--- src/rtl/fetch_pkg.sv ---
// Shared fetch-stage constants, queue entry type and PC helper.
package fetch_pkg;
    localparam int PC_WIDTH    = 12;
    localparam int INSTR_WIDTH = 32;
    localparam int FQ_DEPTH    = 4;
    localparam logic [PC_WIDTH-1:0]    RESET_PC  = 12'h000;
    localparam logic [INSTR_WIDTH-1:0] HALT_WORD = 32'h0000_0000;

    localparam logic [0:0] ST_FETCH = 1'b0;
    localparam logic [0:0] ST_DONE  = 1'b1;

    typedef struct packed {
        logic [PC_WIDTH-1:0]    pc;
        logic [INSTR_WIDTH-1:0] instr;
    } fq_entry_t;

    function automatic logic [PC_WIDTH-1:0] align_pc(input logic [PC_WIDTH-1:0] pc);
        return pc & {{(PC_WIDTH-2){1'b1}}, 2'b00};
    endfunction
endpackage

--- src/rtl/fetch_queue.sv ---
// Synchronous FIFO buffering fetched {pc, instr} entries; flush empties it in one cycle.
module fetch_queue
    import fetch_pkg::*;
#(
    parameter int DEPTH = FQ_DEPTH,
    localparam int AW = $clog2(DEPTH),
    localparam int CW = AW + 1
) (
    input  logic          clk,
    input  logic          rst,
    input  logic          flush,
    input  logic          push,
    input  fq_entry_t     push_data,
    input  logic          pop,
    output fq_entry_t     head,
    output logic [CW-1:0] count,
    output logic          full,
    output logic          empty
);
    localparam logic [AW-1:0] PTR_ONE = AW'(1);
    localparam logic [CW-1:0] CNT_ONE = CW'(1);

    fq_entry_t     mem_r [DEPTH];
    logic [AW-1:0] wr_ptr_r;
    logic [AW-1:0] rd_ptr_r;
    logic [CW-1:0] count_r;
    logic          full_s;
    logic          empty_s;
    logic          push_ok_s;
    logic          pop_ok_s;

    // Occupancy flags and qualified push/pop; a pop frees the slot a same-cycle push needs when full.
    always_comb begin
        full_s    = (count_r == CW'(DEPTH));
        empty_s   = (count_r == {CW{1'b0}});
        pop_ok_s  = pop && !empty_s && !flush;
        push_ok_s = push && !flush && (!full_s || pop_ok_s);
    end

    // Pointer and occupancy state.
    always_ff @(posedge clk) begin
        if (rst || flush) begin
            wr_ptr_r <= {AW{1'b0}};
            rd_ptr_r <= {AW{1'b0}};
            count_r  <= {CW{1'b0}};
        end else begin
            if (push_ok_s) begin
                wr_ptr_r <= wr_ptr_r + PTR_ONE;
            end
            if (pop_ok_s) begin
                rd_ptr_r <= rd_ptr_r + PTR_ONE;
            end
            case ({push_ok_s, pop_ok_s})
                2'b10:   count_r <= count_r + CNT_ONE;
                2'b01:   count_r <= count_r - CNT_ONE;
                default: count_r <= count_r;
            endcase
        end
    end

    // Entry storage; contents need no reset since count gates visibility.
    always_ff @(posedge clk) begin
        if (push_ok_s) begin
            mem_r[wr_ptr_r] <= push_data;
        end
    end

    assign head  = mem_r[rd_ptr_r];
    assign count = count_r;
    assign full  = full_s;
    assign empty = empty_s;
endmodule

--- src/rtl/fetch_unit.sv ---
// Instruction fetch stage: issues imem reads under a queue credit limit and presents words to decode.
module fetch_unit
    import fetch_pkg::*;
(
    input  logic                   clk,
    input  logic                   rst,
    output logic                   imem_req,
    output logic [PC_WIDTH-1:0]    imem_addr,
    input  logic [INSTR_WIDTH-1:0] imem_rdata,
    input  logic                   redirect_valid,
    input  logic [PC_WIDTH-1:0]    redirect_pc,
    output logic                   dec_valid,
    input  logic                   dec_ready,
    output logic [PC_WIDTH-1:0]    dec_pc,
    output logic [INSTR_WIDTH-1:0] dec_instr,
    output logic                   fetch_done
);
    localparam int CW = $clog2(FQ_DEPTH) + 1;

    logic [PC_WIDTH-1:0]    fetch_pc_r;
    logic [PC_WIDTH-1:0]    req_pc_r;
    logic                   inflight_r;
    logic                   kill_r;
    logic [0:0]             state_r;
    logic [CW-1:0]          count_s;
    logic                   full_s;
    logic                   empty_s;
    fq_entry_t              head_s;
    fq_entry_t              push_data_s;
    logic                   resp_s;
    logic                   halt_s;
    logic                   push_s;
    logic                   credit_ok_s;
    logic                   req_s;
    logic                   dec_valid_s;
    logic                   pop_s;
    logic [PC_WIDTH-1:0]    dec_pc_s;
    logic [INSTR_WIDTH-1:0] dec_instr_s;

    // Response qualification, credit check and handshake; redirect suppresses request, enqueue and dequeue.
    always_comb begin
        resp_s      = inflight_r && !kill_r && !redirect_valid;
        halt_s      = resp_s && (imem_rdata == HALT_WORD);
        push_s      = resp_s && !halt_s;
        push_data_s = '{pc: req_pc_r, instr: imem_rdata};
        credit_ok_s = ((count_s + {{(CW-1){1'b0}}, inflight_r}) < CW'(FQ_DEPTH)) && !full_s;
        req_s       = !rst && (state_r == ST_FETCH) && !redirect_valid && credit_ok_s;
        dec_valid_s = !rst && !empty_s && !redirect_valid;
        pop_s       = dec_valid_s && dec_ready;
    end

    // Decode payload reads as zero whenever nothing is buffered.
    always_comb begin
        if (!rst && !empty_s) begin
            dec_pc_s    = head_s.pc;
            dec_instr_s = head_s.instr;
        end else begin
            dec_pc_s    = {PC_WIDTH{1'b0}};
            dec_instr_s = {INSTR_WIDTH{1'b0}};
        end
    end

    // Fetch PC, in-flight tracking and FETCH/DONE state.
    always_ff @(posedge clk) begin
        if (rst) begin
            fetch_pc_r <= RESET_PC;
            req_pc_r   <= {PC_WIDTH{1'b0}};
            inflight_r <= 1'b0;
            kill_r     <= 1'b0;
            state_r    <= ST_FETCH;
        end else if (redirect_valid) begin
            fetch_pc_r <= align_pc(redirect_pc);
            inflight_r <= 1'b0;
            kill_r     <= 1'b0;
            state_r    <= ST_FETCH;
        end else begin
            inflight_r <= req_s;
            // A request racing the halt word belongs past end of program and must be dropped.
            kill_r     <= req_s && halt_s;
            if (req_s) begin
                req_pc_r <= fetch_pc_r;
            end
            if (req_s && !halt_s) begin
                fetch_pc_r <= fetch_pc_r + PC_WIDTH'(4);
            end
            if (halt_s) begin
                state_r <= ST_DONE;
            end
        end
    end

    fetch_queue #(.DEPTH(FQ_DEPTH)) u_fetch_queue (
        .clk       (clk),
        .rst       (rst),
        .flush     (redirect_valid),
        .push      (push_s),
        .push_data (push_data_s),
        .pop       (pop_s),
        .head      (head_s),
        .count     (count_s),
        .full      (full_s),
        .empty     (empty_s)
    );

    assign imem_req   = req_s;
    assign imem_addr  = fetch_pc_r;
    assign dec_valid  = dec_valid_s;
    assign dec_pc     = dec_pc_s;
    assign dec_instr  = dec_instr_s;
    assign fetch_done = (state_r == ST_DONE);
endmodule

--- config.mk ---
export PLATFORM = sky130hd
export DESIGN_NAME = fetch_unit
export DESIGN_NICKNAME = d
export VERILOG_FILES = /design/src/rtl/fetch_pkg.sv /design/src/rtl/fetch_queue.sv /design/src/rtl/fetch_unit.sv
export SDC_FILE = /design/constraint.sdc
export NUM_CORES = 1
export LEC_CHECK = 0
export CAP_MARGIN = 30
export CORE_MARGIN = 3
export CORE_UTILIZATION = 45
export CTS_CLUSTER_DIAMETER = 50
export DETAILED_ROUTE_END_ITERATION = 10
export GPL_TIMING_DRIVEN = 0
export PLACE_DENSITY_LB_ADDON = 0.15
export SLEW_MARGIN = 15
export SYNTH_ARGS = -nofsm -noshare
export SYNTH_HDL_FRONTEND = slang
export SYNTH_SLANG_ARGS = --single-unit
--- constraint.sdc ---
create_clock -name clk -period 3.45 [get_ports clk]
set_clock_uncertainty 0.1 [all_clocks]
set_input_delay 0.5175 -clock clk [delete_from_list [all_inputs] [get_ports clk]]
set_output_delay 0.5175 -clock clk [all_outputs]
set_load 0.02 [all_outputs]
==> flow_summary.ini <==
[run_status]
status = finished, final reports clean

[clock_network]
numCtsBuffers = 17
post-cts-setup-buffer-count = 0
cts_tree = built
cts-htree-levels = 4
cts_root_buffer = clkbuf_16
path_clk_slew_ps = 70
clock-sinks = 200
clock_latency_ps = 420
clockBufferDepth = 2

[floorplanning]
fp.dieH_um = 139.7
coreArea_sq_mm = 0.01742
die_x_um = 139.7
start_util_pct = 46.20
pin_count = 107
core.rowCount = 48
die_area_sq_mm = 0.01952

[synth]
synthArstFlopShare_pct = 0
syn_avg_cell_area_sq_um = 17.45
synth-edff-count = 168
yosysWarnings = 0
synth_area_leaders = edfxtp_1 63%, mux4_2 12%, dfxtp_1 8.0%
synth.distinct_cells = 52
synth_most_common_cell = edfxtp_1
syn_inst = 461
synthesis.area_sq_mm = 0.008046
netlist.area_leader.share_pct = 62.70
synth_top_cell_by_area = edfxtp_1
synth_commonest_cells = 168 x edfxtp_1, 42 x mux4_2, 42 x nor2b_1
synthFlopType = edfxtp_1
synth-seq-cells = 200
ys_seq_area_share_pct = 70.66

[route]
drc = 0
avgRoutedWirePerCell_um = 19.21
drtIter0Drc = 234
via_per_inst = 5.310
dr.pass1.iters = 4
antenna_left = 0
via_count = 4354
routed_wl_mm = 15.76

[power_and_ir_drop]
seqPwrFrac_pct = 55.7
power_density_mw_per_mm2 = 480.0
p_sw_share_pct = 20.32
combPwrFrac_pct = 4.9
p_sw_uw = 971.9
internal_power_uw = 3810
vdd_drop_max_v = 0.0003803
clkPwrFrac_pct = 39.4
total_power_uw = 4782
p_leak_uw = 0.003160

[placement]
placedCellCount = 788
place_area_sq_mm = 0.009340
dp_hpwl_mm = 9.977
portBuffers = 99
gp_congestion = 0.8846

[global_routing]
grt_pass1_vias = 4598
antenna_found_initial = 1
grt_max_degree = 43
grt_usage_pct = 16.94
grt_pass1_wl_mm = 25.39
grt_remaining_overflow = 0

[setup_path]
crit_path_start_kind = input port
crit_arrival_ps = 2680
cp.required_ps = 2830
end_kind = primary output
cp_max_fo = 10
path_class = in2out
cp-startpoint = rst
rr_startpoint = inflight_r$_SDFF_PP0_

[timing]
relSlewSlack_pct = 39.10
period_needed_ps = 3296
worst_slew_pin_slew_ps = 906.6
rsz0062_at_grt = no
setup_viol = 0
finalCritPeriodShare_pct = 95.54
hold_viol = 0
whs_ps = 341.1
slew_violations = 0
max_freq_ghz = 0.3034

[cells_and_area]
layout.cells.non_filler = 820
syn_to_final_growth_pct = 23.82
fin_area_sq_mm = 0.009963
drive_gt1_share_pct = 17.85
finalNetCount = 636

[flow_run]
maxCapViolations = 0

[worst_hold_path]
hold_start = redirect_valid
min_path_type = in2reg
==> power by group through the flow <==
stage | logic (uW) | clock network [uW] | registers, uW
2_1_floorplan | 98.7 | 0 | 2720
3_3_place_gp | 225 | 0 | 2720
3_5_place_dp | 230 | 0 | 2720
4_1_cts | 231 | 1930 | 2670
5_1_grt | 253 | 2020 | 2670
6_report | 232 | 1880 | 2670
==> critical path, stage by stage <==
cell and delay, ps:
clkdlybuf4s50_1 510, or2_2 430, clkbuf_1 290, nor2b_1 270, clkdlybuf4s50_1 650
==> area by class of cell <==
type | count | area [sq um]
antenna | 1 | 2.502
inverter | 10 | 37.54
tap | 225 | 281.5
clock buffer | 23 | 510.5
buffer | 24 | 146.4
sequential | 200 | 5685
clock inverter | 9 | 60.06
fill | 1393 | 7453
timing repair buffer | 99 | 991.0
multi-input combinational | 229 | 2248
==> cells in the final DEF, fill, tap and decap left out, types with 5 or more instances in the layout <==
cell / synthesis / final
a211oi_1: 6 / 6
a21oi_1: 8 / 8
buf_4: 5 / 5
clkbuf_1: 13 / 11
clkbuf_16: 0 / 19
clkdlybuf4s50_1: 0 / 99
dfxtp_1: 32 / 32
edfxtp_1: 168 / 168
ha_1: 6 / 6
inv_1: 9 / 9
mux2i_1: 13 / 13
mux4_2: 42 / 42
nand2_1: 15 / 15
nand3_1: 5 / 5
nor2_1: 23 / 23
nor2b_1: 42 / 42
nor4_2: 0 / 5
o21ai_0: 8 / 8
==> through the flow <==
stage / setup slack (ps) / util [%] / TNS [ps]
floorplan: 333.7 / - / 0
CTS: 11.49 / 56.90 / 0
detailed placement: -373.5 / 53.63 / -513.4
global placement: -1032 / 53.57 / -172770
global route: 20.80 / 57.21 / 0
finish: 154.0 / 57.21 / 0
==> cells by family after synthesis <==
kind of cell,after synthesis,synth area share [%]
xor+xnor,5,0.5443
fa+ha+maj,7,1.182
compound gates,41,3.934
flops,200,70.66
other cells,1,0.04660
mux,55,13.37
buf+inv,35,2.146
simple gates,117,8.117
==> worst paths after layout <==
kind         slack [ps]  cells after the start                                     end
max                 150                      5                           dec_instr[19]
min                 340                      3               imem_addr[2]$_SDFFE_PP0P_
max reg2reg         830                     10     u_fetch_queue.count[2]$_SDFFE_PP0P_
min reg2reg         400                      2  u_fetch_queue.wr_ptr_r[1]$_SDFFE_PP0P_
==> sequential cells by signal (all words and copies together) (netlist names), named ones only <==
register and cells:
fetch_done 1, u_fetch_queue.mem_r 168, imem_addr 10, u_fetch_queue.count 3, u_fetch_queue.wr_ptr_r 2, req_pc_r 10
u_fetch_queue.rd_ptr_r 2, kill_r 1, inflight_r 1
==> layer usage <==
layer  GRT usage (%)  up-vias  share of wire [%]
met5               0        -                  0
met4           5.303        0                1.2
met3           3.883       14                4.6
met2           27.17      110                 49
met1           23.30     2194                 45
li1                -     2036                  -
==> what timing repair did <==
| action | CTS | global route |
|---|---|---|
| endpoints found under the hold margin | 0 | 0 |
| hold buffers | 0 | 0 |
| setup endpoints to repair | 0 | 42 |
| gates resized for setup | 0 | 17 |
No activity file was read; power rests on OpenSTA's default activity.
